===== src/rtl/nanb_pkg.sv =====
// nanb_pkg: shared types and constants for the nA-nB guessing game controller.
package nanb_pkg;

  // Game controller states.
  typedef enum logic [2:0] {
    IDLE = 3'd0,
    PLAY = 3'd1,
    EVAL = 3'd2,
    WIN  = 3'd3,
    LOSE = 3'd4
  } gameStateT;

  // Active-low 7-segment letter patterns, bit order gfedcba.
  localparam logic [6:0] SEG_LTR_A = 7'h08;
  localparam logic [6:0] SEG_LTR_B = 7'h03;
  localparam logic [6:0] SEG_LTR_E = 7'h06;
  localparam logic [6:0] SEG_BLANK = 7'h7F;

  // Face patterns for HEX4..HEX0, HEX0 in the LSBs.
  localparam logic [34:0] WIN_FACE  = {7'h5C, 7'h77, 7'h77, 7'h5C, 7'h03};
  localparam logic [34:0] LOSE_FACE = {7'h1C, 7'h77, 7'h77, 7'h1C, 7'h0C};

  // A value is legal when its first n digits are all BCD and pairwise distinct.
  function automatic logic isValidBcd(input logic [23:0] v, input int unsigned n);
    logic ok;
    ok = 1'b1;
    for (int unsigned i = 0; i < 6; i++) begin
      if (i < n) begin
        if (v[4*i +: 4] > 4'd9) ok = 1'b0;
        for (int unsigned j = 0; j < 6; j++) begin
          if ((j < n) && (j > i) && (v[4*i +: 4] == v[4*j +: 4])) ok = 1'b0;
        end
      end
    end
    return ok;
  endfunction

endpackage


===== src/rtl/seg7_decoder.sv =====
// seg7_decoder: hex digit to active-low 7-segment pattern (gfedcba).
module seg7_decoder
  import nanb_pkg::*;
(
  input  logic [3:0] iDigit,
  output logic [6:0] oSeg_c
);

  // Digit lookup.
  always_comb begin
    oSeg_c = SEG_BLANK;
    case (iDigit)
      4'h0: oSeg_c = 7'h40;
      4'h1: oSeg_c = 7'h79;
      4'h2: oSeg_c = 7'h24;
      4'h3: oSeg_c = 7'h30;
      4'h4: oSeg_c = 7'h19;
      4'h5: oSeg_c = 7'h12;
      4'h6: oSeg_c = 7'h02;
      4'h7: oSeg_c = 7'h78;
      4'h8: oSeg_c = 7'h00;
      4'h9: oSeg_c = 7'h10;
      4'hA: oSeg_c = 7'h08;
      4'hB: oSeg_c = 7'h03;
      4'hC: oSeg_c = 7'h46;
      4'hD: oSeg_c = 7'h21;
      4'hE: oSeg_c = 7'h06;
      4'hF: oSeg_c = 7'h0E;
    endcase
  end

endmodule


===== src/rtl/nanb_game_ctrl.sv =====
// nanb_game_ctrl: nA-nB (bulls and cows) game controller with 7-seg score display.
// Optional button debouncer enabled by defining NANB_DEBOUNCE_EN.
module nanb_game_ctrl
  import nanb_pkg::*;
#(
  parameter int unsigned DIGITS          = 4,
  parameter int unsigned MAX_TRIES       = 5,
  parameter int unsigned HOLD_CYCLES     = 100000000,
  parameter int unsigned DEBOUNCE_CYCLES = 1000000
) (
  input  logic                  iClk,
  input  logic                  iRst_n,
  input  logic                  iBtn,
  input  logic                  iLoad,
  input  logic [4*DIGITS-1:0]   iAnswer,
  input  logic [4*DIGITS-1:0]   iGuess,
  output logic [41:0]           oHex,
  output logic [MAX_TRIES-1:0]  oLED,
  output logic                  oErr,
  output logic                  oWin,
  output logic                  oLose
);

  localparam int unsigned VW = 4 * DIGITS;
  localparam int unsigned CW = $clog2(DIGITS + 1);
  localparam int unsigned TW = $clog2(MAX_TRIES + 1);
  localparam int unsigned HW = $clog2(HOLD_CYCLES + 1);
  localparam logic [HW-1:0] HOLD_MAX  = HW'(HOLD_CYCLES);
  localparam logic [HW-1:0] HOLD_LAST = HW'(HOLD_CYCLES - 1);

  // Parameter legality checks at elaboration.
  if (DIGITS < 1 || DIGITS > 6) begin : gBadDigits
    $error("DIGITS must be 1..6");
  end
  if (MAX_TRIES < 1 || MAX_TRIES > 15) begin : gBadTries
    $error("MAX_TRIES must be 1..15");
  end
  if (HOLD_CYCLES < 1) begin : gBadHold
    $error("HOLD_CYCLES must be at least 1");
  end
  if (DEBOUNCE_CYCLES < 1) begin : gBadDebounce
    $error("DEBOUNCE_CYCLES must be at least 1");
  end

  gameStateT          state;
  logic [VW-1:0]      answerReg;
  logic [VW-1:0]      guessReg;
  logic [CW-1:0]      curA, curB, cntA, cntB, nxtA, nxtB;
  logic [TW-1:0]      tries, nxtTries;
  logic [HW-1:0]      holdCnt;
  logic               btnMeta, btnSync, btnLevel, btnPrev, btnEdge;
  logic               answerOk, guessOk, loadOk;
  logic [6:0]         segA, segB, segTries;
  logic [41:0]        scoreHex;

  // Two-flop synchroniser and edge-detect history.
  always_ff @(posedge iClk or negedge iRst_n) begin
    if (!iRst_n) begin
      btnMeta <= 1'b0;
      btnSync <= 1'b0;
      btnPrev <= 1'b0;
    end else begin
      btnMeta <= iBtn;
      btnSync <= btnMeta;
      btnPrev <= btnLevel;
    end
  end

`ifdef NANB_DEBOUNCE_EN
  localparam int unsigned DW = $clog2(DEBOUNCE_CYCLES + 1);
  logic [DW-1:0] dbCnt;
  logic          dbLevel;

  // Accept a new button level only after it has been stable long enough.
  always_ff @(posedge iClk or negedge iRst_n) begin
    if (!iRst_n) begin
      dbCnt   <= '0;
      dbLevel <= 1'b0;
    end else if (btnSync == dbLevel) begin
      dbCnt <= '0;
    end else if (dbCnt == DW'(DEBOUNCE_CYCLES - 1)) begin
      dbLevel <= btnSync;
      dbCnt   <= '0;
    end else begin
      dbCnt <= dbCnt + DW'(1);
    end
  end

  assign btnLevel = dbLevel;
`else
  assign btnLevel = btnSync;
`endif

  assign btnEdge  = btnLevel & ~btnPrev;
  assign answerOk = isValidBcd(24'(iAnswer), DIGITS);
  assign guessOk  = isValidBcd(24'(guessReg), DIGITS);
  assign loadOk   = iLoad & answerOk;

  // Exact-position (A) and misplaced (B) digit matches.
  always_comb begin
    cntA = '0;
    cntB = '0;
    for (int unsigned i = 0; i < DIGITS; i++) begin
      for (int unsigned j = 0; j < DIGITS; j++) begin
        if (guessReg[4*i +: 4] == answerReg[4*j +: 4]) begin
          if (i == j) cntA = cntA + CW'(1);
          else        cntB = cntB + CW'(1);
        end
      end
    end
  end

  // Score values that will be visible after this clock edge.
  always_comb begin
    nxtA     = curA;
    nxtB     = curB;
    nxtTries = tries;
    if (loadOk) begin
      nxtA     = '0;
      nxtB     = '0;
      nxtTries = TW'(MAX_TRIES);
    end else if ((state == EVAL) && guessOk) begin
      nxtA = cntA;
      nxtB = cntB;
      if (cntA != CW'(DIGITS)) begin
        nxtTries = (tries == '0) ? '0 : tries - TW'(1);
      end
    end
  end

  seg7_decoder uSegB     (.iDigit(4'(nxtB)),     .oSeg_c(segB));
  seg7_decoder uSegA     (.iDigit(4'(nxtA)),     .oSeg_c(segA));
  seg7_decoder uSegTries (.iDigit(4'(nxtTries)), .oSeg_c(segTries));

  assign scoreHex = {SEG_BLANK, segTries, segA, SEG_LTR_A, segB, SEG_LTR_B};

  // Thermometer code of the tries remaining.
  function automatic logic [MAX_TRIES-1:0] thermo(input logic [TW-1:0] n);
    logic [MAX_TRIES-1:0] t;
    t = '0;
    for (int unsigned i = 0; i < MAX_TRIES; i++) t[i] = (32'(n) > i);
    return t;
  endfunction

  // Game FSM with registered display, LEDs and status flags.
  always_ff @(posedge iClk or negedge iRst_n) begin
    if (!iRst_n) begin
      state     <= IDLE;
      answerReg <= '0;
      guessReg  <= '0;
      curA      <= '0;
      curB      <= '0;
      tries     <= TW'(MAX_TRIES);
      holdCnt   <= '0;
      oHex      <= '1;
      oLED      <= '1;
      oErr      <= 1'b0;
      oWin      <= 1'b0;
      oLose     <= 1'b0;
    end else begin
      oErr  <= 1'b0;
      curA  <= nxtA;
      curB  <= nxtB;
      tries <= nxtTries;
      oLED  <= thermo(nxtTries);
      if (loadOk) begin
        // A new game wins over any button edge in the same cycle.
        answerReg <= iAnswer;
        holdCnt   <= '0;
        oHex      <= scoreHex;
        oWin      <= 1'b0;
        oLose     <= 1'b0;
        state     <= PLAY;
      end else begin
        if (iLoad) oErr <= 1'b1;
        case (state)
          IDLE: ;
          PLAY: begin
            if (btnEdge && !iLoad) begin
              guessReg <= iGuess;
              state    <= EVAL;
            end
          end
          EVAL: begin
            if (!guessOk) begin
              oErr  <= 1'b1;
              oHex  <= {scoreHex[41:7], SEG_LTR_E};
              state <= PLAY;
            end else if (cntA == CW'(DIGITS)) begin
              oHex    <= scoreHex;
              holdCnt <= '0;
              oWin    <= 1'b1;
              state   <= WIN;
            end else begin
              oHex <= scoreHex;
              if (nxtTries == '0) begin
                holdCnt <= '0;
                oLose   <= 1'b1;
                state   <= LOSE;
              end else begin
                state <= PLAY;
              end
            end
          end
          WIN, LOSE: begin
            if (holdCnt != HOLD_MAX) begin
              holdCnt <= holdCnt + HW'(1);
              if (holdCnt == HOLD_LAST) begin
                oHex <= {SEG_BLANK, (state == WIN) ? WIN_FACE : LOSE_FACE};
              end
            end
          end
          default: state <= IDLE;
        endcase
      end
    end
  end

endmodule

===== config.mk =====
export PLATFORM = sky130hd
export DESIGN_NAME = nanb_game_ctrl
export DESIGN_NICKNAME = d
export VERILOG_FILES = /design/src/rtl/nanb_pkg.sv /design/src/rtl/seg7_decoder.sv /design/src/rtl/nanb_game_ctrl.sv
export SDC_FILE = /design/constraint.sdc
export NUM_CORES = 1
export LEC_CHECK = 0
export ABC_CLOCK_PERIOD_IN_PS = 20000
export BUFFER_PORTS_ARGS = -buffer_cell sky130_fd_sc_hd__buf_2
export CORE_UTILIZATION = 29
export DETAILED_ROUTE_END_ITERATION = 10
export PLACE_DENSITY = 0.41
export SYNTH_ARGS = -nofsm -noshare
export SYNTH_HDL_FRONTEND = slang
export SYNTH_SLANG_ARGS = --single-unit

===== constraint.sdc =====
create_clock -name iClk -period 20 [get_ports iClk]
set_input_delay 6 -clock iClk [delete_from_list [all_inputs] [get_ports iClk]]
set_output_delay 6 -clock iClk [all_outputs]
set_load 0.01 [all_outputs]

==> results.yml <==
worst_setup_path:
  reg2reg_depth: 32
  cp.arrival_ns: 9.58
  required_ns: 20.25
  critical-path-slowest-cell: "a211oi_1"
  crit_path_cell_trace: "buf_2 > xor2_1 > nor4_1 > nor4_1 > and3_1 > buf_4 > a211oi_1 > ha_1 > nand2b_1 > o311ai_0 > a21oi_1 > o21ai_0 > a21oi_1 > buf_4 > o21bai_1 > a22o_1"
  cp-end-kind: "flop"
  max_stage_delay_ns: 0.67
  worstPathMaxFanout: 35
  crit_type: "in2reg"
  startpoint_type: "input port"
global_routing:
  grt_pass1_vias: 6021
  globalRouteTotalUtil_pct: 15.23
  antenna_found_initial: 6
  gr-total-overflow: 0
  grt_max_degree: 57
  grt_first_pass_wirelength_microns: 33820
die:
  fp.dieArea_sq_um: 27940
  chipHeight_microns: 167.1
  placementRows: 60
  core_sq_um: 26880
  die_x_microns: 167.1
  pin_count: 86
  start_util_pct: 29.43
logic_synthesis:
  synth_edf_count: 0
  synthArstFlopShare_pct: 100.0
  synth_cell_types: 70
  syn_inst: 879
  ys.flop_type: "dfrtp_1"
  synth_area_sq_um: 7909
  synth.most_common_cell: "nand2_1"
  ys_seq_elements: 110
  synthTopCellsByCount: "nand2_1 (119), xnor2_1 (82), dfrtp_1 (75)"
  synth_warnings: 0
  yosysTopAreaCellShare_pct: 23.73
  ys_seq_area_share_pct: 35.36
  avgSynthCellArea_sq_um: 8.998
  synth_area_leaders: "dfrtp_1 (24%), dfstp_2 (12%), xnor2_1 (9.1%)"
  synth_area_leader_cell: "dfrtp_1"
final_layout:
  seqCellArea_sq_um: 2796
  multiInputGateArea_sq_um: 4613
  drive_gt1_share_pct: 19.54
  nNetsFinal: 976
  fin_cells: 1256
  final_core_utilization_pct: 32.48
  num-fill-cells: 2842
  area_delta_synth_final_pct: 10.38
hold_path:
  min_path_cells: 0
  hp-class: "reg2reg"
routing:
  first_iter_violations: 275
  drc: 0
  dr.pass1.iters: 5
  met1_length_microns: 9898
  postRouteAntennaNets: 0
  maxUsedRoutingLayer: "met5"
  vias_per_cell: 4.824
  routed_wl_microns: 20700
  post_drt_wl_per_cell_microns: 16.48
  vias: 6059
  wl_met2_microns: 9922
  wl_met3_microns: 676
power:
  power.leakage_uw: 0.003836
  power_density_nw_per_um2: 188.6
  irDropWorstVdd_v: 0.0001212
placed_design:
  place_inst: 1236
  place.detailed.hpwl_microns: 15280
  place_congestion: 0.7609
  io_buffers: 78
sta:
  fin_crit_sh_pct: 46.64
  tightest_slew_ns: 1.187
  finalCriticalPeriod_ns: 9.327
  hold_viol_final: 0
  finalSetupViolations: 0
  tns_ns: 0
  slew_headroom_pct: 20.22
  finClkSkew_ns: 0.01876
  slew_violations: 0
  fmax_mhz: 107.2
  rsz0062_at_grt: "false"
clock_network:
  cts_buffers: 9
  insertion_delay_ns: 0.36
  path_clk_slew_ns: 0.09
  cts-resized-gates: 0
  clock_sink_count: 110
  clockRootBuffer: "clkbuf_16"
  cts_max_path_buffers: 2
  cts_hold_buf: 0
  postCtsSetupBuffers: 0
  cts_tree: "yes"
  ctsHtreeMaxLevel: 3
run:
  cap_viol_max_count: 0
run_status:
  status: "complete, no violations"
## path summary, 6_finish.rpt
check                             from     endpoint  slack, ns
setup / recovery            iAnswer[3]   holdCnt[8]      10.67
hold / removal                btnLevel      btnPrev       0.37
setup reg to reg           guessReg[2]     oHex[13]      11.82
hold reg to reg               btnLevel      btnPrev       0.37
max in group asynchronous       iRst_n  holdCnt[11]      13.11
min in group asynchronous       iRst_n      curA[0]       5.69
## stage by stage
step | instance area, sq um | total power (uW) | setup slack [ns] | hold WS (ns)
finish | 8730 | 1646 | 10.67 | 0.3710
global route | 8725 | 1806 | 10.39 | 0.3897
CTS | 8720 | 1673 | 10.72 | 0.3768
detailed placement | 8406 | 1476 | 10.34 | 0.3616
global placement | 8406 | 1473 | 10.47 | 0.3623
floorplan | 7931 | 1257 | 11.03 | 0.3312
## where the power goes
group	internal, uW	switching [uW]
registers	307	119
logic	482	548
clock network	90.5	98.9
total	880	766
## state kept, by name, summed over array words and instances, names as in the netlist
register and cells:
btnPrev 1, oLED 5, oErr 1, tries 3
btnLevel 1, answerReg 16, curB 3, oHex 28
state 3, oLose 1, curA 3, oWin 1
guessReg 16, btnMeta 1, holdCnt 27
## cells by family after synthesis
| kind of cell | Yosys count | share of synthesized area, % |
|---|---|---|
| other cells | 1 | 0.04742 |
| fa+ha+maj | 34 | 5.379 |
| compound gates | 146 | 11.58 |
| flops | 110 | 35.36 |
| xor+xnor | 144 | 17.21 |
| mux | 32 | 4.398 |
| buf+inv | 107 | 6.834 |
| simple gates | 305 | 19.19 |
## metal layers
layer	global-route usage, %	up-vias
met2	25.69	67
met4	3.510	4
met5	0	-
li1	-	3039
met3	2.647	14
met1	20.26	2935
## critical path, delay by kind of cell
kind / cells / cell delay (ns)
AO/OA/AOI/OAI: 7 / 1.61
XOR/XNOR: 1 / 0.16
buffers and inverters: 3 / 0.63
adder cells (fa/ha/maj): 1 / 0.38
AND/OR/NAND/NOR: 4 / 0.77
## final cells by class
class                      count  share of cell area, %
timing repair buffer          86                  5.188
inverter                      31                  1.333
clock buffer                   9                  2.580
multi-input combinational    668                  52.85
clock inverter                 7                  1.018
antenna                        4                 0.1147
tap                          341                  4.887
sequential                   110                  32.03
## cell usage in the layout, fill, tap and decap left out, types with 5 or more instances in the layout
cell,instances
a21o_1,6
a21oi_1,23
a31oi_1,9
and2_1,7
and3_1,15
and4_1,5
buf_2,77
buf_4,9
clkbuf_16,9
conb_1,7
dfrtp_1,75
dfstp_2,35
ha_1,34
inv_1,31
mux2_2,19
mux2i_1,12
nand2_1,119
nand2b_1,6
nand3_1,18
nand4_1,20
nor2_1,59
nor3_1,12
nor4_1,11
o211ai_1,5
o21ai_0,59
o31ai_1,8
or2_2,5
xnor2_1,82
xor2_1,55
Power figures use the tool's default switching activity.
